===== src/rtl/pool_2x2.sv =====
// pool_2x2: 2x2 stride-2 signed int8 max pooling, streamed over an ICB master port.
// Define POOL_RELU_EN to clamp negative pooled bytes to zero after the max.
module pool_2x2 #(
    parameter logic [31:0] SRC_ADDR = 32'h6000_0000,
    parameter logic [31:0] DST_ADDR = 32'h6001_0000,
    parameter int          CHN      = 16,
    parameter int          DIM      = 32
) (
    input  logic        clk,
    input  logic        rst,
    input  logic        start,
    output logic        done,
    output logic        busy,
    output logic        err,
    output logic        pool_icb_cmd_valid,
    input  logic        pool_icb_cmd_ready,
    output logic [31:0] pool_icb_cmd_addr,
    output logic        pool_icb_cmd_read,
    output logic [31:0] pool_icb_cmd_wdata,
    output logic [3:0]  pool_icb_cmd_wmask,
    input  logic        pool_icb_rsp_valid,
    output logic        pool_icb_rsp_ready,
    input  logic [31:0] pool_icb_rsp_rdata,
    input  logic        pool_icb_rsp_err
);
    localparam int OROWS = DIM / 2;
    localparam int OCOLS = DIM / 8;
    localparam int CH_W  = CHN > 1 ? $clog2(CHN) : 1;
    localparam int OR_W  = $clog2(OROWS);
    localparam int OC_W  = OCOLS > 1 ? $clog2(OCOLS) : 1;
    localparam logic [31:0] CH_BYTES   = 32'(DIM * DIM);
    localparam logic [31:0] ROW_BYTES  = 32'(DIM);
    localparam logic [31:0] OCH_BYTES  = 32'(OROWS * OROWS);
    localparam logic [31:0] OROW_BYTES = 32'(OROWS);
    localparam logic [CH_W-1:0] CH_LAST = CH_W'(CHN - 1);
    localparam logic [OR_W-1:0] OR_LAST = OR_W'(OROWS - 1);
    localparam logic [OC_W-1:0] OC_LAST = OC_W'(OCOLS - 1);

    typedef enum logic [2:0] {IDLE, RCMD, RRSP, WCMD, WRSP} state_t;

    state_t          state_q, state_d;
    logic [CH_W-1:0] ch_q, ch_d;
    logic [OR_W-1:0] orow_q, orow_d;
    logic [OC_W-1:0] ocol_q, ocol_d;
    logic [1:0]      rd_idx_q, rd_idx_d;
    logic [3:0][31:0] buf_q, buf_d;
    logic            start_q;
    logic            done_q, done_d;
    logic            busy_q, busy_d;
    logic            err_q, err_d;
    logic            cmd_valid_q, cmd_valid_d;
    logic            cmd_read_q, cmd_read_d;
    logic [31:0]     cmd_addr_q, cmd_addr_d;
    logic [31:0]     cmd_wdata_q, cmd_wdata_d;
    logic            start_edge, cmd_hs, rsp_take, last_word;
    logic [31:0]     rd_addr, wr_addr;

    function automatic logic [7:0] smax(input logic [7:0] a, input logic [7:0] b);
        return $signed(a) > $signed(b) ? a : b;
    endfunction

    function automatic logic [7:0] pool4(input logic [7:0] a, input logic [7:0] b,
                                         input logic [7:0] c, input logic [7:0] d);
        logic [7:0] m;
        m = smax(smax(a, b), smax(c, d));
`ifdef POOL_RELU_EN
        return m[7] ? 8'h00 : m;
`else
        return m;
`endif
    endfunction

    // Word k feeds output bytes 0/1, word k+1 feeds bytes 2/3; each byte pairs two columns over two rows.
    function automatic logic [31:0] pool_word(input logic [31:0] w0, input logic [31:0] w1,
                                              input logic [31:0] w2, input logic [31:0] w3);
        return {pool4(w2[31:24], w2[23:16], w3[31:24], w3[23:16]),
                pool4(w2[15:8],  w2[7:0],   w3[15:8],  w3[7:0]),
                pool4(w0[31:24], w0[23:16], w1[31:24], w1[23:16]),
                pool4(w0[15:8],  w0[7:0],   w1[15:8],  w1[7:0])};
    endfunction

    always_comb begin
        start_edge = start & ~start_q;
        cmd_hs     = cmd_valid_q & pool_icb_cmd_ready;
        rsp_take   = pool_icb_rsp_valid & (state_q == RRSP || state_q == WRSP);
        last_word  = ch_q == CH_LAST && orow_q == OR_LAST && ocol_q == OC_LAST;
        state_d    = state_q;
        ch_d       = ch_q;
        orow_d     = orow_q;
        ocol_d     = ocol_q;
        rd_idx_d   = rd_idx_q;
        buf_d      = buf_q;
        busy_d     = busy_q;
        done_d     = done_q;
        err_d      = err_q | (rsp_take & pool_icb_rsp_err);
        case (state_q)
            IDLE: if (start_edge) begin
                state_d  = RCMD;
                busy_d   = 1'b1;
                done_d   = 1'b0;
                err_d    = 1'b0;
                ch_d     = '0;
                orow_d   = '0;
                ocol_d   = '0;
                rd_idx_d = '0;
            end
            RCMD: state_d = cmd_hs ? RRSP : RCMD;
            RRSP: if (rsp_take) begin
                buf_d[rd_idx_q] = pool_icb_rsp_rdata;
                rd_idx_d        = rd_idx_q + 2'd1;
                state_d         = rd_idx_q == 2'd3 ? WCMD : RCMD;
            end
            WCMD: state_d = cmd_hs ? WRSP : WCMD;
            WRSP: if (rsp_take) begin
                rd_idx_d = '0;
                ocol_d   = ocol_q == OC_LAST ? '0 : ocol_q + 1'b1;
                orow_d   = ocol_q != OC_LAST ? orow_q : orow_q == OR_LAST ? '0 : orow_q + 1'b1;
                ch_d     = (ocol_q != OC_LAST || orow_q != OR_LAST) ? ch_q :
                           ch_q == CH_LAST ? '0 : ch_q + 1'b1;
                state_d  = last_word ? IDLE : RCMD;
                done_d   = last_word;
                busy_d   = ~last_word;
            end
            default: state_d = IDLE;
        endcase
        rd_addr     = SRC_ADDR + 32'(ch_d) * CH_BYTES + 32'({orow_d, rd_idx_d[0]}) * ROW_BYTES
                      + 32'({ocol_d, rd_idx_d[1]}) * 32'd4;
        wr_addr     = DST_ADDR + 32'(ch_d) * OCH_BYTES + 32'(orow_d) * OROW_BYTES
                      + 32'(ocol_d) * 32'd4;
        cmd_valid_d = state_d == RCMD || state_d == WCMD;
        cmd_read_d  = state_d == RCMD ? 1'b1 : state_d == WCMD ? 1'b0 : cmd_read_q;
        cmd_addr_d  = state_d == RCMD ? rd_addr : state_d == WCMD ? wr_addr : cmd_addr_q;
        cmd_wdata_d = state_d == WCMD ? pool_word(buf_d[0], buf_d[1], buf_d[2], buf_d[3]) : cmd_wdata_q;
    end

    always_ff @(posedge clk) begin
        if (rst) begin
            state_q     <= IDLE;
            ch_q        <= '0;
            orow_q      <= '0;
            ocol_q      <= '0;
            rd_idx_q    <= '0;
            buf_q       <= '0;
            start_q     <= 1'b0;
            done_q      <= 1'b0;
            busy_q      <= 1'b0;
            err_q       <= 1'b0;
            cmd_valid_q <= 1'b0;
            cmd_read_q  <= 1'b0;
            cmd_addr_q  <= '0;
            cmd_wdata_q <= '0;
        end else begin
            state_q     <= state_d;
            ch_q        <= ch_d;
            orow_q      <= orow_d;
            ocol_q      <= ocol_d;
            rd_idx_q    <= rd_idx_d;
            buf_q       <= buf_d;
            start_q     <= start;
            done_q      <= done_d;
            busy_q      <= busy_d;
            err_q       <= err_d;
            cmd_valid_q <= cmd_valid_d;
            cmd_read_q  <= cmd_read_d;
            cmd_addr_q  <= cmd_addr_d;
            cmd_wdata_q <= cmd_wdata_d;
        end
    end

    assign done               = done_q;
    assign busy               = busy_q;
    assign err                = err_q;
    assign pool_icb_cmd_valid = cmd_valid_q;
    assign pool_icb_cmd_addr  = cmd_addr_q;
    assign pool_icb_cmd_read  = cmd_read_q;
    assign pool_icb_cmd_wdata = cmd_wdata_q;
    assign pool_icb_cmd_wmask = 4'b1111;
    assign pool_icb_rsp_ready = 1'b1;
endmodule


===== config.mk =====
export PLATFORM = sky130hd
export DESIGN_NAME = pool_2x2
export DESIGN_NICKNAME = d
export VERILOG_FILES = /design/src/rtl/pool_2x2.sv
export SDC_FILE = /design/constraint.sdc
export NUM_CORES = 1
export LEC_CHECK = 0
export ABC_AREA = 1
export CORE_MARGIN = 4
export CORE_UTILIZATION = 58
export CTS_CLUSTER_SIZE = 10
export DETAILED_ROUTE_END_ITERATION = 16
export PLACE_DENSITY = 0.88
export RECOVER_POWER = 100
export SYNTH_ARGS = -nofsm -noshare
export SYNTH_HDL_FRONTEND = slang
export SYNTH_SLANG_ARGS = --single-unit

===== constraint.sdc =====
create_clock -name clk -period 8.26 [get_ports clk]
set_clock_uncertainty 0.05 [all_clocks]
set_input_delay 2.065 -clock clk [delete_from_list [all_inputs] [get_ports clk]]
set_output_delay 2.065 -clock clk [all_outputs]
set_load 0.05 [all_outputs]

* Word level (Yosys, flattened, before mapping) *
Cells that the tools add are included.

word-level totals
  flip-flop bits (word level) = 213
  bits in latches = 0
  bits in writable memories = 0
  bits in read-only memories = 0
  bits of input ports = 38
  output and inout port bits = 74
  word-level logic and storage cells = 127
  memories kept = 0

cells by class
  add/subtract/negate cells = 10
  multipliers = 0
  divide/modulo/power cells = 0
  order comparisons = 14
  eq/ne operators = 14
  shift operators = 0
  mux-type cells = 55
  bitwise gates (word level) = 7
  reductions and logical operators = 10

operators by type and width
  operator                number
  $mux 128                2
  $bwmux 128              1
  $gt 8x8->1              12
  $mux 32                 3
  $mux 8                  12
  $demux 32 s2            1
  $add 31x12->32 const A  1
  $add 31x14->32 const A  1
  $add 32x10->32          1
  $add 32x4->32           1
  $add 32x5->32           1
  $add 32x8->32           1
  $mux 4                  8
  $mux 2                  8
  $pmux 4 s2              2
  $pmux 3 s5              1
  $mux 3                  4
  $eq 3x2->1 const B      3
  $mux 1                  9
  $add 4x1->4 const B     2
  $eq 4x4->1 const B      2
  $eq 3x1->1 const B      2
  $ne 2x2->1 const B      3
  $pmux 2 s3              1
  16 further kinds        28

* Logic depth before layout (Yosys ltp) *
  depth after elaboration = 11
  mapped depth = 35
  gate-level depth less buffers = 32

* Worst setup path before layout *
Ideal clock, no wire load.

  kind = input-to-reg
  start point = in pool_icb_rsp_valid
  end point = reg cmd_wdata_q[28], in the netlist pool_icb_cmd_wdata[28]
  setup time = 0.132 ns
  data arrival time = 6.209 ns
  slack = 1.869 ns
  cell stages on the path = 27
  path through = inv_2 > nor2_4 > nand2_1 > clkbuf_1 > buf_1 > a21oi_1 > ha_1 > nand2_1 > inv_1 > a221oi_1 > o21ai_0 > a211oi_1 > o22ai_1 > clkbuf_1 > nand2_1 > o21ai_0 > ha_1 > nand2_1 > inv_1 > a221oi_1 > o21ai_0 > a211oi_1 > o22a_1 > clkbuf_1 > nand2_1 > o211ai_1 > a21oi_1

on the way
  word-level cells in the longest chain between the ends = 7
  elaborated cells on any way between the ends = 13
  those cells by class = 3 x order compare; 1 x eq/ne; 8 x mux; 1 x bitwise

ends and longest elaborated chain
  item                  line  source
  start, declared       21    input logic pool_icb_rsp_valid,
  $and 1x1->1 (*)       85    rsp_take = pool_icb_rsp_valid & (state_q == RRSP || state_q == WRSP);
  $mux 128              108   RRSP: if (rsp_take) begin
  $mux 128              96    case (state_q)
  $gt 8x8->1            59    return $signed(a) > $signed(b) ? a : b;
  $mux 8                59
  $gt 8x8->1            59
  $mux 8                59
  end signal, assigned  166   cmd_wdata_q <= cmd_wdata_d;
  end, declared         54    logic [31:0] cmd_wdata_q, cmd_wdata_d;

Every way passes the cells marked *; elsewhere a longest branch is shown, timed or not.
A chain may end at the register's enable or synchronous reset.

==> out/results.txt <==
IO buf count - 89
Routed wire per std cell - 15.1 µm
part of the cycle the worst path needs - 91.0%
Fin. Hold Viols - 0
Post-Syn Area per Cell - 7.07 µm²
area share of the largest cell type after synthesis - 35.2%
first-pass detailed-route iteration total - 6
synth-to-layout area growth - 13.1%
cts bufs inserted - 17
Pleak - 6.52 nW
busiest grt layer - met2
Vias/cell - 5.60
die span in y - 146 µm
PwrDens - 156 mW/mm²
Hold Path Class - reg -> reg
Worst setup EP type - flop
GRT met1 Usage - 34.5%
CP max FO - 33
post-route ant nets - 0
combinational share of power - 9.1%
final net count - 1754
vias in the first global route - 9579
ant diodes - 0
GRT Overall Usage - 25.9%
largest area contributor in the netlist - dfxtp_1
Core Region - 0.0188 mm²
Critical Path Max Stage Delay - 670 ps
share of cells above drive strength 1 - 5.59%
# rows - 50
post-CTS setup buffer count - 0
post-route cell area - 0.0125 mm²
Setup Viol. Count Final - 0
post-CTS sizing - 0
later-pin clock latency in the skew report - 440 ps
Mapped Cells - 1566
Syn. warnings - 0
clk root buf - clkbuf_16
arrival time at the worst endpoint - 7790 ps
die area - 0.0214 mm²
global route total overflow - 0
fmax - 0.133 GHz
WP buf/inv - 8
via count - 10400
failing checks - max-capacitance violations, max-slew violations
DRC Markers - 0
placed cell area - 0.0120 mm²
clock buffer depth - 2
Synth Flop Type - dfxtp_1
switching portion of total power - 25.2%
Worst VDD drop - 148 µV
Die W - 146 µm
DRT iter0 DRCs - 986
status - finished with violations
RSZ-0062 raised after global routing - false
Max Cap Violations - 2
Ports - 112
Crit path max-delay family - compound AO/OA/AOI/OAI gates
Post-Route WL - 28000 µm
initial antenna violation count - 0
number of synthesized flops with an enable pin - 0
sequential power share - 48.6%
most frequent cell after synthesis - nand2_1
GRT met2 Usage - 42.2%
Post-CTS Hold Buffers - 0
H-tree lvl count - 4
Worst-Margin Slew - 3240 ps
CTS clk-pin slew, worst paths - 70 ps
Clock power frac - 42.3%
startpoint types - primary input
RePlAce Congestion - 0.924
Post-DP HPWL - 20400 µm
initial core utilization - 59.0%
most frequent CP cell - o21ai_0
Synth top cells by count - nand2_1 (287), nor2_1 (216), inv_1 (201)
P_sw - 0.000493 W
fraction of registers with async set/reset - 0%
slowest cell on the critical path - clkdlybuf4s50_1
Worst Path Required - 8540 ps
fin crit period - 7510 ps
P_int - 0.00146 W
Final Hold Slack - 411 ps
# clock sinks - 195
GR Layer Usage met3 - 5.03%
Distinct cells, synth - 54
WS Path Type - in -> reg
top post-synthesis cells by area - dfxtp_1 (35%), ha_1 (11%), nand2_1 (9.7%), nor2_1 (7.3%), o21ai_0 (6.9%)
first-pass GRT wire length - 46200 µm
register area share after synthesis - 35.2%
Cell Area, Synth - 0.0111 mm²
Max Slew Vio Count - 99
largest net degree at the start of global routing - 102
Slew HR - -116%
final setup TNS - 0 ps
Synth Register Bits - 195
CTS tree - done
stage by stage:
step,total power [W],util [%],worst slack (ps),instances
global route,0.00202,66.7,87.3,1863
detailed placement,0.00115,63.8,442,1831
CTS,0.00196,66.9,845,1863
finish,0.00196,66.7,745,1863
global placement,0.00115,63.8,582,1831
floorplan,0.00110,-,1870,1586
power by group through the flow:
stage / clock (W) / sequential (W) / combinational (W)
finish: 0.000828 / 0.000950 / 0.000178
CTS: 0.000835 / 0.000950 / 0.000178
global route: 0.000877 / 0.000950 / 0.000191
detailed placement: 0 / 0.000971 / 0.000177
global placement: 0 / 0.000971 / 0.000174
floorplan: 0 / 0.000986 / 0.000114
layout make-up:
type	instances	area, µm²
well taps	234	293
flip-flops and latches	195	3900
repair buffers	98	933
clock inverters	8	100
clock buffers	24	482
inverters	213	800
fillers	1549	6240
multi-input cells	1091	6010
worst min-delay path, stage by stage (launching register included):
cell     delay, ps
dfxtp_1        300
nand2_1         50
a21oi_1         60
logic make-up after synthesis:
kind of cell,after synthesis,synth area share (%)
adders and majority gates,100,11.3
xor gates and xnor gates,2,0.158
DFF,195,35.2
other,2,0.0678
muxes,4,0.474
AOI/OAI and AO/OA,360,18.7
buffers and inverters,300,11.2
and+or+nand+nor,603,22.9
placed cells by master, fill, tap and decap left out, types with 17 or more instances in the layout:
| master | count |
|---|---|
| dlygate4sd3_1 | 53 |
| nand3_1 | 38 |
| clkbuf_16 | 17 |
| inv_1 | 204 |
| o211ai_1 | 33 |
| nand2_1 | 285 |
| a21oi_1 | 98 |
| clkdlybuf4s50_1 | 35 |
| o21ai_0 | 157 |
| ha_1 | 100 |
| nor2_1 | 216 |
| dfxtp_1 | 195 |
| conb_1 | 22 |
| nand4_1 | 19 |
state kept, by name, summed over array words and instances, names as in the netlist, 2 cells and up:
register / cells
buf_q: 128
pool_icb_cmd_wdata: 32
pool_icb_cmd_addr: 14
ch_q: 4
orow_q: 4
state_q: 3
ocol_q: 2
rd_idx_q: 2
final timing paths:
| path | cells after the start | slack [ps] | startpoint | end |
|---|---|---|---|---|
| setup / recovery | 28 | 750 | pool_icb_rsp_valid | pool_icb_cmd_wdata[6] |
| hold / removal | 2 | 410 | pool_icb_cmd_read | pool_icb_cmd_read |
| setup reg to reg | 23 | 2390 | rd_idx_q[0] | pool_icb_cmd_wdata[27] |
| hold reg to reg | 2 | 410 | pool_icb_cmd_read | pool_icb_cmd_read |
routing by layer:
metal	up-vias	part of all wire, %
met5	-	0
met3	72	7.8
met2	442	45
li1	5171	-
met1	4753	44
met4	0	2.6
Note: power is estimated with default switching activity, not from simulation.
